File: src/rtl/xcom_tx_cmd.sv
`default_nettype none
// ============================================================================
// Module   : xcom_tx_cmd
// Brief    : XCOM command-link transmitter. Serializes header + 0/1/2/4 data
//            bytes (+ XOR check byte when XCOM_TX_CHK_EN is defined) onto CH
//            data/toggle-clock link pairs.
// Revision : 1.0
// ============================================================================
module xcom_tx_cmd #(
  parameter int CH = 2
) (
  input  logic          x_clk_i,
  input  logic          x_rst_i,
  input  logic [3:0]    port_id_i,
  input  logic [3:0]    tx_dly_i,
  input  logic          cmd_vld_i,
  output logic          cmd_rdy_o,
  input  logic [3:0]    cmd_op_i,
  input  logic [31:0]   cmd_dt_i,
  input  logic [CH-1:0] cmd_ch_i,
  output logic          tx_done_o,
  output logic [CH-1:0] tx_dt_o,
  output logic [CH-1:0] tx_ck_o,
  output logic [2:0]    tx_st_do
);

`ifdef XCOM_TX_CHK_EN
  typedef enum logic [2:0] {
    ST_IDLE = 3'd0, ST_HDR = 3'd1, ST_DATA = 3'd2, ST_CHK = 3'd3, ST_GAP = 3'd4
  } state_t;
`else
  typedef enum logic [2:0] {
    ST_IDLE = 3'd0, ST_HDR = 3'd1, ST_DATA = 3'd2, ST_GAP = 3'd4
  } state_t;
`endif

  state_t        state_q, state_d;
  logic [3:0]    cnt_q, cnt_d;
  logic          ph_q, ph_d;
  logic [4:0]    bit_q, bit_d;
  logic [39:0]   sh_q, sh_d;
  logic          dt_q, dt_d;
  logic          ck_q, ck_d;
  logic          done_q, done_d;
  logic [CH-1:0] ch_q, ch_d;
  logic [3:0]    p_q, p_d;
  logic [1:0]    lc_q, lc_d;
`ifdef XCOM_TX_CHK_EN
  logic [7:0]    chk_q, chk_d;
`endif

  logic [7:0]    hdr;
  logic [31:0]   data_al;
  logic [4:0]    last_idx;
  logic          half_end;
  logic          to_tail;

  assign hdr      = {cmd_op_i, port_id_i};
  assign half_end = (cnt_q == p_q);

  // Payload left-aligned so the first byte to send sits in [31:24].
  always_comb begin
    data_al = '0;
    case (cmd_op_i[1:0])
      2'd1:    data_al = {cmd_dt_i[7:0], 24'h0};
      2'd2:    data_al = {cmd_dt_i[15:0], 16'h0};
      2'd3:    data_al = cmd_dt_i;
      default: data_al = '0;
    endcase
  end

  always_comb begin
    last_idx = 5'd0;
    case (lc_q)
      2'd1:    last_idx = 5'd7;
      2'd2:    last_idx = 5'd15;
      2'd3:    last_idx = 5'd31;
      default: last_idx = 5'd0;
    endcase
  end

  always_comb begin
    state_d = state_q;
    cnt_d   = cnt_q;
    ph_d    = ph_q;
    bit_d   = bit_q;
    sh_d    = sh_q;
    dt_d    = dt_q;
    ck_d    = ck_q;
    done_d  = 1'b0;
    ch_d    = ch_q;
    p_d     = p_q;
    lc_d    = lc_q;
    to_tail = 1'b0;
`ifdef XCOM_TX_CHK_EN
    chk_d   = chk_q;
`endif
    case (state_q)
      ST_IDLE: begin
        if (cmd_vld_i) begin
          if (cmd_ch_i == '0) begin
            done_d = 1'b1;
          end else begin
            state_d = ST_HDR;
            ch_d    = cmd_ch_i;
            p_d     = tx_dly_i;
            lc_d    = cmd_op_i[1:0];
            dt_d    = hdr[7];
            sh_d    = {hdr[6:0], data_al, 1'b0};
            cnt_d   = '0;
            ph_d    = 1'b0;
            bit_d   = '0;
`ifdef XCOM_TX_CHK_EN
            chk_d   = hdr ^ data_al[31:24] ^ data_al[23:16] ^ data_al[15:8] ^ data_al[7:0];
`endif
          end
        end
      end
      default: begin
        if (!half_end) begin
          cnt_d = cnt_q + 4'd1;
        end else begin
          cnt_d = '0;
          ph_d  = ~ph_q;
          if (!ph_q) begin
            if (state_q != ST_GAP) ck_d = ~ck_q;
          end else begin
            bit_d = bit_q + 5'd1;
            dt_d  = sh_q[39];
            sh_d  = {sh_q[38:0], 1'b0};
            case (state_q)
              ST_HDR: begin
                if (bit_q == 5'd7) begin
                  bit_d = '0;
                  if (lc_q != 2'd0) state_d = ST_DATA;
                  else              to_tail = 1'b1;
                end
              end
              ST_DATA: begin
                if (bit_q == last_idx) begin
                  bit_d   = '0;
                  to_tail = 1'b1;
                end
              end
`ifdef XCOM_TX_CHK_EN
              ST_CHK: begin
                if (bit_q == 5'd7) begin
                  bit_d   = '0;
                  state_d = ST_GAP;
                  dt_d    = 1'b0;
                end
              end
`endif
              ST_GAP: begin
                state_d = ST_IDLE;
                done_d  = 1'b1;
                dt_d    = 1'b0;
                bit_d   = '0;
              end
              default: begin
                state_d = ST_IDLE;
                dt_d    = 1'b0;
                ck_d    = 1'b0;
              end
            endcase
            if (to_tail) begin
`ifdef XCOM_TX_CHK_EN
              state_d = ST_CHK;
              dt_d    = chk_q[7];
              sh_d    = {chk_q[6:0], 33'd0};
`else
              state_d = ST_GAP;
              dt_d    = 1'b0;
`endif
            end
          end
        end
      end
    endcase
  end

  // Async reset drops every line at once; a frame cut short is left to the
  // receivers' timeout.
  always_ff @(posedge x_clk_i or posedge x_rst_i) begin
    if (x_rst_i) begin
      state_q <= ST_IDLE;
      cnt_q   <= '0;
      ph_q    <= 1'b0;
      bit_q   <= '0;
      sh_q    <= '0;
      dt_q    <= 1'b0;
      ck_q    <= 1'b0;
      done_q  <= 1'b0;
      ch_q    <= '0;
      p_q     <= '0;
      lc_q    <= '0;
`ifdef XCOM_TX_CHK_EN
      chk_q   <= '0;
`endif
    end else begin
      state_q <= state_d;
      cnt_q   <= cnt_d;
      ph_q    <= ph_d;
      bit_q   <= bit_d;
      sh_q    <= sh_d;
      dt_q    <= dt_d;
      ck_q    <= ck_d;
      done_q  <= done_d;
      ch_q    <= ch_d;
      p_q     <= p_d;
      lc_q    <= lc_d;
`ifdef XCOM_TX_CHK_EN
      chk_q   <= chk_d;
`endif
    end
  end

  assign cmd_rdy_o = (state_q == ST_IDLE);
  assign tx_done_o = done_q;
  assign tx_dt_o   = ch_q & {CH{dt_q}};
  assign tx_ck_o   = ch_q & {CH{ck_q}};
  assign tx_st_do  = state_q;

endmodule
`default_nettype wire

File: config.mk
export PLATFORM = sky130hd
export DESIGN_NAME = xcom_tx_cmd
export DESIGN_NICKNAME = d
export VERILOG_FILES = /design/src/rtl/xcom_tx_cmd.sv
export SDC_FILE = /design/constraint.sdc
export NUM_CORES = 1
export LEC_CHECK = 0
export ABC_CLOCK_PERIOD_IN_PS = 1700
export CORE_MARGIN = 8
export CORE_UTILIZATION = 48
export DETAILED_ROUTE_END_ITERATION = 12
export PLACE_DENSITY = 0.82
export RECOVER_POWER = 50
export SYNTH_ARGS = -nofsm -noshare
export SYNTH_HDL_FRONTEND = slang
export SYNTH_SLANG_ARGS = --single-unit
File: constraint.sdc
create_clock -name x_clk_i -period 1.7 [get_ports x_clk_i]
set_input_delay 0.17 -clock x_clk_i [delete_from_list [all_inputs] [get_ports x_clk_i]]
set_output_delay 0.17 -clock x_clk_i [all_outputs]
set_load 0.01 [all_outputs]
==> flow_summary.toml <==
[cells_and_area]
drive_above_1_share = 0.2489
layout_common_cells = "dfrtp_1, clkdlybuf4s50_1, nor2_1, nand2_1, buf_4"
final_common_cell = "dfrtp_1"
insertedDiodeCount = 0
syn2layout_area_growth_pct = 39.63
stdcell_count = 569
fin_area_um2 = 4858
final_core_util = 0.6808
final.fill_count = 533
multi_input_area_um2 = 1798
final_nets = 517
regArea_um2 = 1577

[die]
initial_core_util = 0.4876
core.rowCount = 31
design.core.area_um2 = 7137
die_h_um = 101.1
fp.dieArea_um2 = 10230
die_w_um = 101.1
ios = 58

[global_routing]
grt_pass1_wl_um = 15470
grt_max_degree = 30
track_usage = 0.1919
grt_antenna_before_repair = 0
grt_pass1_vias = 3169
grt.overflow.total = 0

[synth]
synth_top_cell_by_area = "dfrtp_1"
synth_edf_count = 0
synthCells = 370
ys_ff_latch = 63
yosysTopAreaCellShare = 0.4531
syn_area_per_cell_um2 = 9.404
yosysWarnings = 0
syn_area_um2 = 3480
ys_types = 47
async_flop_share = 1.000
synthFlopType = "dfrtp_1"
synth_area_leaders = "dfrtp_1, nor2_1, mux2_2, nand2_1, o21ai_0"
synthesis.nets = 421
seq_area_frac_synth = 0.4531

[sta]
setup_viol = 50
finalSetupTns_ns = -3.145
maxSlewViolCount = 0
slew_headroom = 0.3010
holdWs_ns = 0.4132
finalWorstSetupSlack_ns = -0.1391
rsz0062_at_grt = "yes"
fin_skew_ns = 0.008359
hold_viol = 0
finalCritPeriodShare = 1.082
min_period_ns = 1.839
worstMarginPinSlew_ns = 1.043
fmax_mhz = 543.7

[drt]
vias_per_cell = 5.687
wl_per_cell_um = 17.24
drt-initial-drc-count = 210
first_pass_iters = 5
drc = 0
vias = 3236
ant_nets = 0
drt_wl_total_um = 9812

[run_status]
status = "finished, violations left"
violations = "setup timing"

[place]
port_buffers = 57
placed_cells = 547
hpwl_um = 6788
place_area_um2 = 4461
dp_worst_setup_slack_ns = -0.1929
gp_congestion = 0.8385

[cts]
cts-root-buf = "clkbuf_8"
cts_buffers = 9
htree_levels = 3
cts_tree = "yes"
clock_path_buffers = 2
clk_pin_slew_ns = 0.07
insertion_delay_ns = 0.33
cts.sinks = 63

[worst_setup_path]
path_class = "reg -> reg"
cp.arrival_ns = 2.11
required_ns = 1.97
crit_slowest_cell = "or4_4"
r2r-start = "lc_q[1]$_DFFE_PP0P_"
end_kind = "flop"
worstReg2RegEnd = "tx_st_do[2]$_DFFE_PP0P_"
path_max_fanout = 3
crit_chain = "or4_4 -> o22ai_4 -> nand2_2 -> a311oi_2 -> o211a_1"
cp-start-kind = "flop"
reg2reg_depth = 5
cpPeakStageDelay_ns = 0.55
r2r_setup_slack_ns = -0.14

[power_and_ir_drop]
power.total_mw = 7.723
ir_drop_mv = 0.6394
p_per_area_nw_per_um2 = 1590
power_leakage_nw = 2.096

[worst_hold_path]
hp-class = "in -> reg"
hold_path_depth = 3
hold_path_end = "sh_q[39]$_DFFE_PP0P_"
min-delay-start = "cmd_op_i[2]"

[job]
drv_cap = 0
==> power by group <==
part / leakage (nW) / switching, mW / internal, mW / total [mW]
clock: 0.109 / 0.558 / 0.853 / 1.41
sequential: 0.742 / 0.470 / 2.17 / 2.64
combinational: 1.25 / 1.85 / 1.82 / 3.67
total: 2.10 / 2.87 / 4.85 / 7.72
==> cells by family (layout without fill, tap and decap cells) <==
kind of cell,count (synthesis),after routing,synth area share
and+or+nand+nor,150,150,0.1913
AOI/OAI and AO/OA,88,88,0.1935
DFF,63,63,0.4531
buffers and inverters,35,135,0.05933
muxes,25,25,0.07803
xor gates and xnor gates,7,7,0.01762
adders and majority gates,2,2,0.007191
==> layout make-up <==
cell class | instances | share of cell area
timing repair buffer | 114 | 0.2308
inverter | 6 | 0.005666
clock buffer | 11 | 0.02910
clock inverter | 4 | 0.01442
multi-input combinational | 272 | 0.3701
sequential | 63 | 0.3245
tap | 99 | 0.02550
==> repair_timing <==
action,in CTS,in global routing
resized for setup,16,15
gates cloned,0,3
pin swaps,2,7
hold buffers,0,0
endpoints found under the setup margin,60,60
setup buffers,1,3
==> synth_stat cells (7+ instances only) <==
cell	number
mux2i_1	8
o21ai_0	28
nand2_1	50
clkbuf_1	10
nand3_1	23
xor2_1	7
a221o_1	8
mux2_2	17
dfrtp_1	63
a31oi_1	22
nor2_1	56
buf_6	8
==> critical path: cells and delay by family (launching register included) <==
| kind | cells | cell delay [ns] |
|---|---|---|
| flip-flops | 1 | 0.39 |
| AND/OR/NAND/NOR | 2 | 0.66 |
| AO/OA/AOI/OAI | 3 | 0.73 |
==> worst max-delay path by stage <==
stage               cells past startpoint                    start                 endpoint
floorplan                               9  tx_st_do[1]$_DFFE_PP0P_     sh_q[17]$_DFFE_PP0P_
global placement                        5  tx_st_do[2]$_DFFE_PP0P_  tx_st_do[1]$_DFFE_PP0P_
detailed placement                      6              cmd_op_i[0]     sh_q[32]$_DFFE_PP0P_
CTS                                     7     cnt_q[2]$_DFFE_PP0P_     sh_q[21]$_DFFE_PP0P_
global route                            5      lc_q[1]$_DFFE_PP0P_  tx_st_do[2]$_DFFE_PP0P_
finish                                  5      lc_q[1]$_DFFE_PP0P_  tx_st_do[2]$_DFFE_PP0P_
==> per-layer routing <==
metal | wire, um | track usage
met5 | 0 | 0
met4 | 265 | 0.09507
met3 | 404 | 0.03230
met2 | 5122 | 0.3300
met1 | 4019 | 0.2263
==> flip-flops by register name (all words and copies together), names as in the netlist <==
signal     cells
ch_q           2
ph_q           1
tx_done_o      1
tx_st_do       3
bit_q          5
ck_q           1
sh_q          39
cnt_q          4
dt_q           1
p_q            4
lc_q           2
Power figures use the tool's default switching activity.
